### src/rtl/coil_pulse_sequencer.sv
// Coil pulse-train sequencer: ON/OFF repetitions on InVGSf/InVGSr with a flyback guard
// on direction reversal. Define COIL_SEQ_PULSE_CNT_EN to add the pulse_count output.
module coil_pulse_sequencer #(
    parameter int unsigned CNT_W     = 8,
    parameter int unsigned GUARD_CYC = 4
) (
    input  logic             clk,
    input  logic             rst,
    input  logic             cmd_valid,
    output logic             cmd_ready,
    input  logic             cmd_dir,
    input  logic [CNT_W-1:0] cmd_on,
    input  logic [CNT_W-1:0] cmd_off,
    input  logic [CNT_W-1:0] cmd_reps,
    input  logic             abort,
    output logic             InVGSf,
    output logic             InVGSr,
    output logic             busy,
    output logic             done
`ifdef COIL_SEQ_PULSE_CNT_EN
    ,
    output logic [15:0]      pulse_count
`endif
);

    localparam int unsigned FB_W   = CNT_W + 1;
    localparam int unsigned FB_MAX = (1 << FB_W) - 1;

    typedef enum logic [1:0] {
        S_IDLE,
        S_GUARD,
        S_ON,
        S_OFF
    } state_t;

    state_t           state_q, state_d;
    logic             dir_q, dir_d;
    logic             last_dir_q, last_dir_d;
    logic [CNT_W-1:0] on_q, on_d;
    logic [CNT_W-1:0] off_q, off_d;
    logic [CNT_W-1:0] reps_q, reps_d;
    logic [CNT_W-1:0] ph_q, ph_d;
    logic [CNT_W-1:0] rep_q, rep_d;
    logic [FB_W-1:0]  fb_q, fb_d;
    logic [FB_W-1:0]  fb_load;
    logic [31:0]      fb_sum;
    logic             fwd_q, fwd_d;
    logic             rev_q, rev_d;
    logic             done_q, done_d;
    logic             rep_step;

    assign cmd_ready = (state_q == S_IDLE) && !abort;
    assign busy      = (state_q != S_IDLE);
    assign InVGSf    = fwd_q;
    assign InVGSr    = rev_q;
    assign done      = done_q;

    // ph_q holds the elapsed ON cycles including the current one, so it is the flyback base.
    always_comb begin
        fb_sum  = 32'(ph_q) + 32'(GUARD_CYC);
        fb_load = (fb_sum > FB_MAX) ? FB_W'(FB_MAX) : FB_W'(fb_sum);
    end

    always_comb begin
        state_d    = state_q;
        dir_d      = dir_q;
        last_dir_d = last_dir_q;
        on_d       = on_q;
        off_d      = off_q;
        reps_d     = reps_q;
        ph_d       = ph_q;
        rep_d      = rep_q;
        done_d     = 1'b0;
        rep_step   = 1'b0;
        fb_d       = (fb_q != '0) ? fb_q - 1'b1 : fb_q;

        if (abort) begin
            if (state_q == S_ON) begin
                fb_d = fb_load;
            end
            state_d = S_IDLE;
            ph_d    = '0;
            rep_d   = '0;
        end else begin
            unique case (state_q)
                S_IDLE: begin
                    if (cmd_valid) begin
                        dir_d  = cmd_dir;
                        on_d   = cmd_on;
                        off_d  = cmd_off;
                        reps_d = cmd_reps;
                        if (cmd_on == '0 || cmd_reps == '0) begin
                            done_d = 1'b1;
                        end else begin
                            rep_d = CNT_W'(1);
                            ph_d  = CNT_W'(1);
                            if (cmd_dir != last_dir_q && fb_q != '0) begin
                                state_d = S_GUARD;
                            end else begin
                                state_d    = S_ON;
                                last_dir_d = cmd_dir;
                            end
                        end
                    end
                end
                S_GUARD: begin
                    if (fb_q == '0) begin
                        state_d    = S_ON;
                        last_dir_d = dir_q;
                    end
                end
                S_ON: begin
                    if (ph_q == on_q) begin
                        fb_d = fb_load;
                        ph_d = CNT_W'(1);
                        if (off_q != '0) begin
                            state_d = S_OFF;
                        end else begin
                            rep_step = 1'b1;
                        end
                    end else begin
                        ph_d = ph_q + CNT_W'(1);
                    end
                end
                S_OFF: begin
                    if (ph_q == off_q) begin
                        ph_d     = CNT_W'(1);
                        rep_step = 1'b1;
                    end else begin
                        ph_d = ph_q + CNT_W'(1);
                    end
                end
            endcase

            if (rep_step) begin
                if (rep_q == reps_q) begin
                    state_d = S_IDLE;
                    done_d  = 1'b1;
                    ph_d    = '0;
                    rep_d   = '0;
                end else begin
                    state_d    = S_ON;
                    rep_d      = rep_q + CNT_W'(1);
                    last_dir_d = dir_q;
                end
            end
        end

        fwd_d = (state_d == S_ON) && dir_d;
        rev_d = (state_d == S_ON) && !dir_d;
    end

    always_ff @(posedge clk or posedge rst) begin
        if (rst) begin
            state_q    <= S_IDLE;
            dir_q      <= 1'b1;
            last_dir_q <= 1'b1;
            on_q       <= '0;
            off_q      <= '0;
            reps_q     <= '0;
            ph_q       <= '0;
            rep_q      <= '0;
            fb_q       <= '0;
            fwd_q      <= 1'b0;
            rev_q      <= 1'b0;
            done_q     <= 1'b0;
        end else begin
            state_q    <= state_d;
            dir_q      <= dir_d;
            last_dir_q <= last_dir_d;
            on_q       <= on_d;
            off_q      <= off_d;
            reps_q     <= reps_d;
            ph_q       <= ph_d;
            rep_q      <= rep_d;
            fb_q       <= fb_d;
            fwd_q      <= fwd_d;
            rev_q      <= rev_d;
            done_q     <= done_d;
        end
    end

`ifdef COIL_SEQ_PULSE_CNT_EN
    logic [15:0] pcnt_q;
    logic        on_done;

    assign on_done     = (state_q == S_ON) && (ph_q == on_q) && !abort;
    assign pulse_count = pcnt_q;

    always_ff @(posedge clk or posedge rst) begin
        if (rst) begin
            pcnt_q <= '0;
        end else if (on_done && pcnt_q != '1) begin
            pcnt_q <= pcnt_q + 16'd1;
        end
    end
`endif

endmodule

### config.mk
export PLATFORM = sky130hd
export DESIGN_NAME = coil_pulse_sequencer
export DESIGN_NICKNAME = d
export VERILOG_FILES = /design/src/rtl/coil_pulse_sequencer.sv
export SDC_FILE = /design/constraint.sdc
export NUM_CORES = 1
export LEC_CHECK = 0
export CAP_MARGIN = 20
export CORE_MARGIN = 2
export CORE_UTILIZATION = 61
export CTS_CLUSTER_SIZE = 30
export DETAILED_ROUTE_END_ITERATION = 6
export GPL_TIMING_DRIVEN = 0
export PLACE_DENSITY = 0.85
export SYNTH_ARGS = -nofsm -noshare
export SYNTH_HDL_FRONTEND = slang
export SYNTH_SLANG_ARGS = --single-unit
### constraint.sdc
create_clock -name clk -period 3.7 [get_ports clk]
set_input_delay 0.74 -clock clk [delete_from_list [all_inputs] [get_ports clk]]
set_output_delay 0.74 -clock clk [all_outputs]
set_load 0.03 [all_outputs]
==> reports/qor.csv <==
metric,value,unit
most area-consuming cells after synthesis,"sky130_fd_sc_hd__dfrtp_1 (42%), sky130_fd_sc_hd__xnor2_1 (8.8%), sky130_fd_sc_hd__mux2_2 (4.9%), sky130_fd_sc_hd__mux2_1 (3.9%), sky130_fd_sc_hd__nand2_1 (2.5%)",
setup repair after global routing missed its margin,false,
vias in the first global route,2500,
Gate Count Post-Synth,315,
number of library cell types mapped by synthesis,51,
Hold Crit Start,reps_q[3]$_DFFE_PP0P_,
aggregate routed wire length,7010,µm
Core ar.,0.00507,mm²
number of enable flip-flop cells after synthesis,0,
largest net degree at the start of global routing,36,
path class of the lowest-slack min-delay path,flop to flop,
critical path required time,2.96,ns
Longest Clk Path Bufs,2,
source-to-sink clock delay at the later pin of the worst-skew pair,0.31,ns
total via count after detailed routing,2543,
total of hold buffers inserted after clock tree synthesis,0,
post-synthesis sequential area ratio,0.439,
outcome,"finished, final reports clean",
warnings from Yosys,0,
Overall Global Routing Usage,0.258,
total power per unit cell area,551,mW/mm²
Die X-Extent,76.4,µm
Die Ht,76.4,µm
number of standard-cell rows in the floorplan,26,
final period demand of the worst path,3.19,ns
prevailing post-synth register cell,sky130_fd_sc_hd__dfrtp_1,
FMAX,314,MHz
Overall Power,2.07,mW
startpoint of the worst-slack reg-to-reg timing path,state_q[1]$_DFF_PP0_,
number of max-capacitance violations reported,0,
placer congestion estimate,0.881,
GR Overflow Total,0,
iteration count of the initial detailed-routing pass,4,
number of endpoints failing setup at the final stage,0,
VDD IR max,0.351,mV
worst-path fanout max,10,
total clock buffers created by CTS,5,
Worst setup EP type,output pin,
final core utilization,0.739,
final worst hold slack,0.530,ns
first-pass GRT wire length,12000,µm
initial antenna violation count,0,
total of fill cells in the finished design,373,
DRC,0,
count of port buffers added during placement,33,
largest area contributor in the netlist,sky130_fd_sc_hd__dfrtp_1,
fraction of layout instances using a drive strength above 1,0.120,
via-per-instance ratio,5.94,
origin of the worst setup path,abort,
post-route clock skew,0.00620,ns
most common cell in the synthesized netlist,sky130_fd_sc_hd__dfrtp_1,
Wirelength per Cell,16.4,µm
initial drt markers,160,
WS Path Type,input pin to output pin,
part of the cycle the worst path needs,0.861,
async set-or-reset flop fraction in the synthesized netlist,1.00,
final hold violations,0,
Arrival @ worst endpoint,2.45,ns
antenna-violating nets left,0,
max_slew headroom,0.484,
clock-pin slew reported for the worst setup and hold paths after clock tree synthesis,0.09,ns
mapped cell area,0.00320,mm²
I/O pin total,34,
slew at the pin closest to its max-slew limit,0.770,ns
average instance area after synthesis,10.2,µm²
area added between synthesis and finish,17.2,%
placed cell area,0.00364,mm²
CTS tree,done,
Pleak,1.46,nW
number of levels in the clock H-tree,2,
number of gates given a new drive strength after cts,0,
# diodes,0,
flop and latch count out of synthesis,56,
Post-DP HPWL,5280,µm
final slew viol count,0,
clock tree root buffer cell,sky130_fd_sc_hd__clkbuf_8,
die outline area,0.00584,mm²
post-CTS setup buffers,0,
Final Cell Area,0.00375,mm²
NumNets Final,391,
share of Yosys cell area claimed by the top area cell type,0.422,
Post-Synthesis Net Count,349,
starting density of the core,0.630,
top post-synthesis cells by count,"sky130_fd_sc_hd__dfrtp_1 (54), sky130_fd_sc_hd__xnor2_1 (32), sky130_fd_sc_hd__nand2_1 (21)",
Startpoint Class,input pin,
summed negative setup slack over all endpoints,0,ns
number of sinks handled by clock tree synthesis,56,
-- per-layer routing --
metal | part of all wire | routed length, µm | vias up | GRT usage
met2 | 0.49 | 3420 | 82 | 0.410
met3 | 0.046 | 323 | 8 | 0.0403
met5 | 0 | 0 | - | 0
li1 | - | - | 1219 | -
met1 | 0.45 | 3170 | 1234 | 0.362
met4 | 0.013 | 94 | 0 | 0.0891
-- state kept, by name, indices dropped and copies added (netlist names) --
register    flops
fb_q            9
off_q           8
on_q            8
ph_q            8
rep_q           8
reps_q          8
state_q         2
InVGSf          1
InVGSr          1
dir_q           1
done            1
last_dir_q      1
-- worst paths after layout --
kind,end,slack (ns),cells past startpoint
setup / recovery,cmd_ready,0.51,4
max in group asynchronous,last_dir_q$_DFFE_PP1N_,2.33,3
hold / removal,reps_q[3]$_DFFE_PP0P_,0.53,1
min in group asynchronous,off_q[5]$_DFFE_PP0P_,0.76,2
setup reg to reg,on_q[1]$_DFFE_PP0P_,1.11,6
hold reg to reg,reps_q[3]$_DFFE_PP0P_,0.53,1
-- final cells by class --
type	count	area [µm²]	area share
Inverter	9	33.8	0.00901
Buffer	18	76.3	0.0204
Multi-Input combinational cell	232	1690	0.449
Clock inverter	2	35.0	0.00934
Clock buffer	6	72.6	0.0194
Tap cell	70	87.6	0.0234
Sequential cell	56	1400	0.374
Timing Repair Buffer	35	355	0.0948
-- kinds of logic (layout without fill, tap and decap cells) --
group,count (synthesis),count (layout),synth area share
DFF,56,56,0.439
muxes,26,26,0.0911
and+or+nand+nor,101,101,0.177
buffers and inverters,27,70,0.0344
adders and majority gates,5,5,0.0196
AOI/OAI and AO/OA,62,62,0.135
xor gates and xnor gates,38,38,0.104
-- power breakdown --
| part | total (mW) | internal (mW) | switching, mW |
|---|---|---|---|
| combinational | 0.730 | 0.361 | 0.370 |
| sequential | 0.939 | 0.795 | 0.144 |
| clock | 0.398 | 0.201 | 0.197 |
| total | 2.07 | 1.36 | 0.711 |
-- cells in the final DEF, fill, tap and decap left out, types with 4 or more instances in the layout --
master                            netlist  layout
sky130_fd_sc_hd__ha_1                   5       5
sky130_fd_sc_hd__clkdlybuf4s50_1        0      33
sky130_fd_sc_hd__a311oi_1               4       4
sky130_fd_sc_hd__and3_1                 5       5
sky130_fd_sc_hd__nand4_1                7       7
sky130_fd_sc_hd__nor3_1                 5       5
sky130_fd_sc_hd__mux2_2                14      14
sky130_fd_sc_hd__a21oi_1               12      12
sky130_fd_sc_hd__nand2_1               21      21
sky130_fd_sc_hd__mux2_1                11      11
sky130_fd_sc_hd__nand2b_1               4       4
sky130_fd_sc_hd__buf_2                  7       7
sky130_fd_sc_hd__clkbuf_1              11      12
sky130_fd_sc_hd__a21o_1                 6       6
sky130_fd_sc_hd__nand3_1               11      11
sky130_fd_sc_hd__xnor2_1               32      32
sky130_fd_sc_hd__nor2_1                19      19
sky130_fd_sc_hd__o21ai_1                8       8
sky130_fd_sc_hd__xor2_1                 6       6
sky130_fd_sc_hd__dfrtp_1               54      54
sky130_fd_sc_hd__nor4_1                 7       7
sky130_fd_sc_hd__o21ai_0                8       8
sky130_fd_sc_hd__inv_1                  9       8
sky130_fd_sc_hd__o31ai_1                5       5
sky130_fd_sc_hd__clkbuf_8               0       5
-- per-stage QoR --
step                      cells  setup WS (ns)
after CTS                   427          0.518
after global placement      418          0.436
after detailed placement    419          0.379
after floorplan             315           1.39
after global routing        428          0.479
final                       428          0.514
-- critical path: stages --
cell and delay [ns]:
sky130_fd_sc_hd__clkdlybuf4s50_1 0.59, sky130_fd_sc_hd__clkbuf_1 0.42, sky130_fd_sc_hd__nor2_1 0.10, sky130_fd_sc_hd__clkdlybuf4s50_1 0.60
Power figures use the tool's default switching activity.
